<file path="config.mk">
export PLATFORM = sky130hd
export DESIGN_NAME = plic_lite_flat
export DESIGN_NICKNAME = d
export VERILOG_FILES = /design/src/rtl/plic_pkg.sv /design/src/rtl/plic_lite_if.sv /design/src/rtl/plic_gateway.sv /design/src/rtl/plic_lite.sv /design/src/flat_wrapper.sv
export SDC_FILE = /design/constraint.sdc
export NUM_CORES = 1
export LEC_CHECK = 0
export BUFFER_PORTS_ARGS = -buffer_cell sky130_fd_sc_hd__buf_4
export CORE_MARGIN = 3
export CORE_UTILIZATION = 51
export DETAILED_ROUTE_END_ITERATION = 10
export GPL_TIMING_DRIVEN = 0
export PLACE_DENSITY = 0.9
export SLEW_MARGIN = 5
export SYNTH_ARGS = -nofsm -noshare
export SYNTH_HDL_FRONTEND = slang
export SYNTH_SLANG_ARGS = --single-unit
export TNS_END_PERCENT = 30
</file>
<file path="constraint.sdc">
create_clock -name clk -period 5.4 [get_ports clk]
set_input_delay 0.27 -clock clk [delete_from_list [all_inputs] [get_ports clk]]
set_output_delay 0.27 -clock clk [all_outputs]
set_load 0.05 [all_outputs]
</file>
<file path="src/rtl/plic_pkg.sv">
// Shared constants for plic_lite: default sizing, register offsets and the null ID.
package plic_pkg;

  localparam int unsigned NUM_SRC = 4;
  localparam int unsigned PRIO_W  = 3;
  localparam int unsigned ID_W    = 5;

  localparam int unsigned ID_NONE = 0;

  localparam logic [11:0] PLIC_PRIO_BASE = 12'h000;
  localparam logic [11:0] PLIC_PENDING   = 12'h080;
  localparam logic [11:0] PLIC_ENABLE    = 12'h100;
  localparam logic [11:0] PLIC_THRESHOLD = 12'h200;
  localparam logic [11:0] PLIC_CLAIM     = 12'h204;

endpackage

</file>
<file path="src/rtl/plic_lite_if.sv">
// Register access port of plic_lite: strobes, address and data in both directions.
interface plic_lite_if;

  logic        we_i;
  logic        re_i;
  logic [11:0] addr_i;
  logic [31:0] wdata_i;
  logic [31:0] rdata_o;

  modport master (output we_i, re_i, addr_i, wdata_i, input rdata_o);
  modport slave  (input we_i, re_i, addr_i, wdata_i, output rdata_o);

endinterface

</file>
<file path="src/rtl/plic_gateway.sv">
// One interrupt source gateway: optional 2-flop sync (PLIC_SYNC_EN), rising-edge
// detect, and the pending / in_service flops that gate further events.
module plic_gateway (
  input  logic clk,
  input  logic rst,
  input  logic i_irq,
  input  logic i_claim,
  input  logic i_complete,
  output logic o_pending,
  output logic o_in_service
);

  logic w_irq;
  logic w_edge;
  logic r_prev;
  logic r_pending;
  logic r_in_service;

`ifdef PLIC_SYNC_EN
  logic [1:0] r_sync;

  always_ff @(posedge clk or posedge rst) begin
    if (rst) r_sync <= '0;
    else     r_sync <= {r_sync[0], i_irq};
  end

  assign w_irq = r_sync[1];
`else
  assign w_irq = i_irq;
`endif

  assign w_edge = w_irq & ~r_prev;

  // The gate uses the current-cycle flops, so an edge coinciding with a claim or
  // a complete of this source sees the gate closed and is dropped.
  always_ff @(posedge clk or posedge rst) begin
    if (rst) begin
      r_prev       <= 1'b0;
      r_pending    <= 1'b0;
      r_in_service <= 1'b0;
    end else begin
      r_prev <= w_irq;
      if (i_claim)
        r_pending <= 1'b0;
      else if (w_edge && !r_pending && !r_in_service)
        r_pending <= 1'b1;
      if (i_claim)
        r_in_service <= 1'b1;
      else if (i_complete)
        r_in_service <= 1'b0;
    end
  end

  assign o_pending    = r_pending;
  assign o_in_service = r_in_service;

endmodule

</file>
<file path="src/rtl/plic_lite.sv">
// Platform-level interrupt controller: per-source gateways, priority/threshold
// arbitration and a claim/complete register port. Optional macro: PLIC_SYNC_EN.
module plic_lite #(
  parameter int unsigned NUM_SRC = plic_pkg::NUM_SRC,
  parameter int unsigned PRIO_W  = plic_pkg::PRIO_W,
  parameter int unsigned ID_W    = plic_pkg::ID_W
) (
  input  logic               clk,
  input  logic               rst,
  input  logic [NUM_SRC-1:0] io_irq,
  plic_lite_if.slave         bus,
  output logic               irq_o
);

  import plic_pkg::*;

  logic [PRIO_W-1:0] r_prio [1:NUM_SRC];
  logic [NUM_SRC:1]  r_enable;
  logic [PRIO_W-1:0] r_threshold;
  logic [31:0]       r_rdata;
  logic              r_irq;

  logic [NUM_SRC:1]  w_pending;
  logic [NUM_SRC:1]  w_in_service;
  logic [NUM_SRC:1]  w_claim_vec;
  logic [NUM_SRC:1]  w_complete_vec;
  logic [ID_W-1:0]   w_winner;
  logic [PRIO_W-1:0] w_best;
  logic [31:0]       w_rdata;
  logic              w_rd_claim;
  logic              w_wr_claim;
  logic              w_unused;

  assign w_rd_claim = bus.re_i && (bus.addr_i == PLIC_CLAIM);
  assign w_wr_claim = bus.we_i && (bus.addr_i == PLIC_CLAIM);
  assign w_unused   = &{1'b0, bus.wdata_i, w_in_service};

  for (genvar g = 1; g <= NUM_SRC; g++) begin : g_gw
    plic_gateway u_gw (
      .clk          (clk),
      .rst          (rst),
      .i_irq        (io_irq[g-1]),
      .i_claim      (w_claim_vec[g]),
      .i_complete   (w_complete_vec[g]),
      .o_pending    (w_pending[g]),
      .o_in_service (w_in_service[g])
    );
  end

  // Seeding the running best with the threshold folds the threshold compare into
  // the search; strict '>' keeps the lowest ID on a tie.
  always_comb begin
    w_winner = ID_W'(ID_NONE);
    w_best   = r_threshold;
    for (int unsigned id = 1; id <= NUM_SRC; id++) begin
      if (w_pending[id] && r_enable[id] && (r_prio[id] > w_best)) begin
        w_best   = r_prio[id];
        w_winner = ID_W'(id);
      end
    end
  end

  always_comb begin
    w_claim_vec    = '0;
    w_complete_vec = '0;
    for (int unsigned id = 1; id <= NUM_SRC; id++) begin
      w_claim_vec[id]    = w_rd_claim && (w_winner == ID_W'(id));
      w_complete_vec[id] = w_wr_claim && (bus.wdata_i[ID_W-1:0] == ID_W'(id));
    end
  end

  always_comb begin
    w_rdata = '0;
    case (bus.addr_i)
      PLIC_PENDING: begin
        for (int unsigned id = 1; id <= NUM_SRC; id++) w_rdata[id] = w_pending[id];
      end
      PLIC_ENABLE: begin
        for (int unsigned id = 1; id <= NUM_SRC; id++) w_rdata[id] = r_enable[id];
      end
      PLIC_THRESHOLD: w_rdata[PRIO_W-1:0] = r_threshold;
      PLIC_CLAIM:     w_rdata[ID_W-1:0]   = w_winner;
      default: begin
        for (int unsigned id = 1; id <= NUM_SRC; id++) begin
          if (bus.addr_i == PLIC_PRIO_BASE + 12'(4 * id))
            w_rdata[PRIO_W-1:0] = r_prio[id];
        end
      end
    endcase
  end

  always_ff @(posedge clk or posedge rst) begin
    if (rst) begin
      for (int unsigned id = 1; id <= NUM_SRC; id++) r_prio[id] <= '0;
      r_enable    <= '0;
      r_threshold <= '0;
      r_rdata     <= '0;
      r_irq       <= 1'b0;
    end else begin
      r_irq   <= (w_winner != ID_W'(ID_NONE));
      r_rdata <= bus.re_i ? w_rdata : '0;
      if (bus.we_i) begin
        case (bus.addr_i)
          PLIC_ENABLE:    r_enable    <= bus.wdata_i[NUM_SRC:1];
          PLIC_THRESHOLD: r_threshold <= bus.wdata_i[PRIO_W-1:0];
          default: begin
            for (int unsigned id = 1; id <= NUM_SRC; id++) begin
              if (bus.addr_i == PLIC_PRIO_BASE + 12'(4 * id))
                r_prio[id] <= bus.wdata_i[PRIO_W-1:0];
            end
          end
        endcase
      end
    end
  end

  assign bus.rdata_o = r_rdata;
  assign irq_o       = r_irq;

endmodule
</file>
<file path="src/flat_wrapper.sv">
// flat-port wrapper written by rule: the top's interface ports become plain ports
module plic_lite_flat import plic_pkg::*;
#(
  parameter int unsigned NUM_SRC = plic_pkg::NUM_SRC,
  parameter int unsigned PRIO_W  = plic_pkg::PRIO_W,
  parameter int unsigned ID_W    = plic_pkg::ID_W
)
  (clk, rst, io_irq, irq_o, bus_we_i, bus_re_i, bus_addr_i, bus_wdata_i, bus_rdata_o);
  plic_lite_if bus_i ();
  input  logic clk;
  input  logic rst;
  input  logic [NUM_SRC-1:0] io_irq;
  output logic irq_o;
  input wire logic [$bits(bus_i.we_i)-1:0] bus_we_i;
  input wire logic [$bits(bus_i.re_i)-1:0] bus_re_i;
  input wire logic [$bits(bus_i.addr_i)-1:0] bus_addr_i;
  input wire logic [$bits(bus_i.wdata_i)-1:0] bus_wdata_i;
  output wire logic [$bits(bus_i.rdata_o)-1:0] bus_rdata_o;
  assign bus_i.we_i = bus_we_i;
  assign bus_i.re_i = bus_re_i;
  assign bus_i.addr_i = bus_addr_i;
  assign bus_i.wdata_i = bus_wdata_i;
  assign bus_rdata_o = bus_i.rdata_o;
  plic_lite #(.NUM_SRC(NUM_SRC), .PRIO_W(PRIO_W), .ID_W(ID_W)) u_core (.clk(clk), .rst(rst), .io_irq(io_irq), .bus(bus_i), .irq_o(irq_o));
endmodule
</file>
==> metrics.md <==
| Metric | Value |
|---|---|
| Commonest non-fill, non-tap cell in the layout | `buf_4` |
| H-tree depth | `2` |
| Antenna Cells | `0` |
| CTS Buf Count | `5` |
| Largest net degree at the start of global routing | `38` |
| Synth warn | `0` |
| Post-Synth Adder-Cell Area | `slightly below 5%` |
| Syn avg cell area | `~9.7 um^2` |
| F_max | `between 150 and 200 MHz` |
| Total Power | `roughly 570 uW` |
| DP Cell Count | `approximately 380` |
| Clock-pin slew on the worst setup and hold paths | `approximately 0.07 ns` |
| DRC viols | `0` |
| CTS max path bufs | `2` |
| CTS tree | `done` |
| Top FF cell, synth | `dfrtp_1` |
| First-pass GRT wire length | `~9.9 mm` |
| Post-synth cell types | `55` |
| Starting Density | `a little under three fifths` |
| WHS | `0.0820 ns` |
| Multiplexer share of the synthesized area | `under 10%` |
| Detailed-route vias per instance | `5.55` |
| Core box area | `around 0.0046 mm^2` |
| Port Buf Inserts | `28` |
| CP Data Arrival Time | `between 5 and 6 ns` |
| Netlist Area Pre-Place | `between 0.002 and 0.003 mm^2` |
| Compound-Gate Fraction of Synth Area | `20.2%` |
| Max_cap viols | `0` |
| HP Class | `in -> reg` |
| Largest family of logic cells by synthesized area | `simple AND/OR/NAND/NOR gates` |
| P_leak | `between 0.001 and 0.0015 uW` |
| Layout Nets | `385` |
| Worst skew pair latency | `0.30 ns` |
| Post-layout minimum cycle time | `just over 5 ns` |
| Asr flop ratio synth | `100%` |
| Detailed router's first-iteration violation count | `148` |
| Chip width | `approximately 76 um` |
| Io pins | `85` |
| Post-route ant nets | `0` |
| Worst setup SP type | `flop` |
| Final Util | `around two thirds` |
| CP Capture Type | `flop` |
| Number of synthesized flops with an enable pin | `0` |
| Slew headroom | `between 50% and 60%` |
| Site row count | `24` |
| Pins over their slew limit | `0` |
| Critical Path Fanout Max | `6` |
| DR WL/cell | `about 15 um` |
| DP HPWL | `4.66 mm` |
| Crit share post-route | `between 90% and 100%` |
| Post-Route Setup TNS | `0 ns` |
| Most frequent cells in the layout | `buf_4, dfrtp_1, conb_1` |
| Layout Skew | `between 0.008 and 0.009 ns` |
| Slew @ Worst Pin | `roughly 0.74 ns` |
| Critical Path RT | `between 5 and 6 ns` |
| Unrepaired setup endpoints after global routing | `false` |
| Hold Vio Cnt, Final | `0` |
| Die Area | `slightly below 0.006 mm^2` |
| Layout cells sized above 1 | `between 30 and 40%` |
| Vias in the first global route | `2096` |
| #FFs+latches synth | `37` |
| Clk sink count | `37` |
| Run status | `completed` |
| Initial antenna violation count | `0` |
| Worst Setup Path Type | `reg -> reg` |
| Cells after Synth | `between 200 and 300` |
| WL final | `between 6 and 7 mm` |
| Fin cells | `between 300 and 400` |
| Endpoints failing setup | `0` |
| First-pass iteration count of the detailed router | `4` |
| XOR/XNOR share of the synthesized area | `0.347%` |
| Pwr/cell area | `between 150 and 200 mW/mm^2` |
| Fill cells | `a little under 400` |
| R2r setup slk | `around 0.34 ns` |
| Area Overhead vs Synth | `20.9%` |
| Routability congestion estimate | `roughly 0.88` |
| GRT overflow | `0` |
| Vias | `roughly 2200` |
| Maximum vdd drop | `around 0.11 mV` |
| Die Y | `76.4 um` |
| GRT Total Usage | `approximately a fifth` |
| Root Buffer | `clkbuf_8` |
| Register area share after synthesis | `between 30% and 40%` |
| Synth Area in Simple Gates | `around a fifth` |
report_power, final:
part / internal (uW) / switching, uW / leakage (uW)
Combinational: 34.2 / 73.4 / 0.000943
Sequential: 279 / 1.23 / 0.000466
Clock: 89.3 / 96.6 / 0.0000450
Total: 403 / 171 / 0.00145
critical path: stages, from the launching register on:
cell and delay, ns:
dfrtp_1 0.44, ha_1 0.34, nor2b_1 0.17, o311a_1 0.36
nand3_1 0.12, nand2_1 0.09, ha_1 0.29, nor2_1 0.06
a32o_2 0.27, a211oi_2 0.24, a21oi_1 0.07, ha_1 0.32
nor2b_1 0.13, o21ai_1 0.15, a21oi_2 0.09, buf_4 0.16
o31ai_1 0.32, ha_1 0.29, a31oi_1 0.32, o21a_1 0.28
a21oi_1 0.10, a31o_2 0.24, o2111a_1 0.11
stage by stage:
stage	cell area [um^2]	worst slack, ns
6_report	3050	0.337
4_1_cts	3000	0.0595
3_3_place_gp	2910	-0.196
2_1_floorplan	2620	0.545
3_5_place_dp	2910	-0.246
5_1_grt	3050	0.00810
cell usage after synthesis (all sizes together), types with 2 or more instances:
| master | n | area [um^2] |
|---|---|---|
| or2 | 3 | 18.8 |
| nand3 | 7 | 40.0 |
| nand2b | 3 | 18.8 |
| ha | 10 | 125 |
| a31oi | 5 | 31.3 |
| nor2b | 8 | 50.1 |
| or4 | 2 | 22.5 |
| a22oi | 2 | 15.0 |
| o311ai | 2 | 17.5 |
| nor3b | 2 | 15.0 |
| o21a | 3 | 22.5 |
| a22o | 6 | 52.6 |
| o22a | 2 | 17.5 |
| a211oi | 2 | 15.0 |
| nand2 | 19 | 71.3 |
| and4 | 2 | 17.5 |
| nor2 | 16 | 67.6 |
| nor3 | 2 | 15.0 |
| inv | 12 | 45.0 |
| o31ai | 3 | 22.5 |
| nor4 | 5 | 82.6 |
| a32oi | 2 | 17.5 |
| mux2 | 16 | 180 |
| dfrtp | 37 | 926 |
| a31o | 2 | 17.5 |
| and3 | 6 | 37.5 |
| o21ai | 22 | 110 |
| a21o | 3 | 22.5 |
| buf | 28 | 208 |
| a21oi | 9 | 45.0 |
| o211a | 2 | 20.0 |
area by class of cell:
class	instances	area (um^2)	share of cell area, %
Multi-Input combinational cell	208	1480	48.5
Sequential cell	37	926	30.3
Timing Repair Buffer	30	225	7.38
Buffer	29	211	6.93
Tap cell	65	81.3	2.67
Clock buffer	6	72.6	2.38
Inverter	12	45.0	1.48
Clock inverter	2	10.0	0.328
logic make-up (layout without fill, tap and decap cells):
family                   Yosys count  after routing
AND/OR/NAND/NOR                   80             80
XOR/XNOR                           1              1
flip-flops                        37             37
adder cells (fa/ha/maj)           10             10
multiplexers                      16             16
other                              1             27
buffers and inverters             41             79
AO/OA/AOI/OAI                     74             74
what timing repair did:
item                                   in CTS  in global routing
endpoints found under the hold margin       0                  0
setup endpoints to repair                   2                 11
buffers inserted                            0                  2
gates resized for setup                     2                  9
cloned                                      0                  0
hold buffers                                0                  0
pin swaps                                   0                  2
routing by layer:
| layer | track usage (%) | vias to the layer above | part of all wire [%] | routed length [um] |
|---|---|---|---|---|
| met4 | 6.88 | 0 | 2.1 | 129 |
| met3 | 5.56 | 15 | 9.7 | 584 |
| met5 | 0 | - | 0 | 0 |
| li1 | - | 1039 | - | - |
| met2 | 36.0 | 99 | 49 | 2910 |
| met1 | 26.6 | 1007 | 40 | 2380 |
path summary, 6_finish.rpt:
kind	start	to	depth (start not counted)
min	io_irq[2]	u_core.g_gw[3].u_gw.r_prev	1
min reg2reg	u_core.g_gw[2].u_gw.o_in_service	u_core.g_gw[2].u_gw.o_in_service	2
max	u_core.r_prio[10]	u_core.bus.rdata_o[0]	22
max in group asynchronous	rst	u_core.g_gw[1].u_gw.o_pending	2
max reg2reg	u_core.r_prio[10]	u_core.bus.rdata_o[0]	22
min in group asynchronous	rst	u_core.g_gw[3].u_gw.o_in_service	2
sequential cells by signal, summed over array words and instances, names as in the netlist:
name,cells
u_core.r_prio,12
u_core.bus.rdata_o,5
u_core.g_gw.u_gw.o_in_service,4
u_core.g_gw.u_gw.o_pending,4
u_core.g_gw.u_gw.r_prev,4
u_core.r_enable,4
u_core.r_threshold,3
u_core.irq_o,1
No activity file was read; power rests on OpenSTA's default activity.
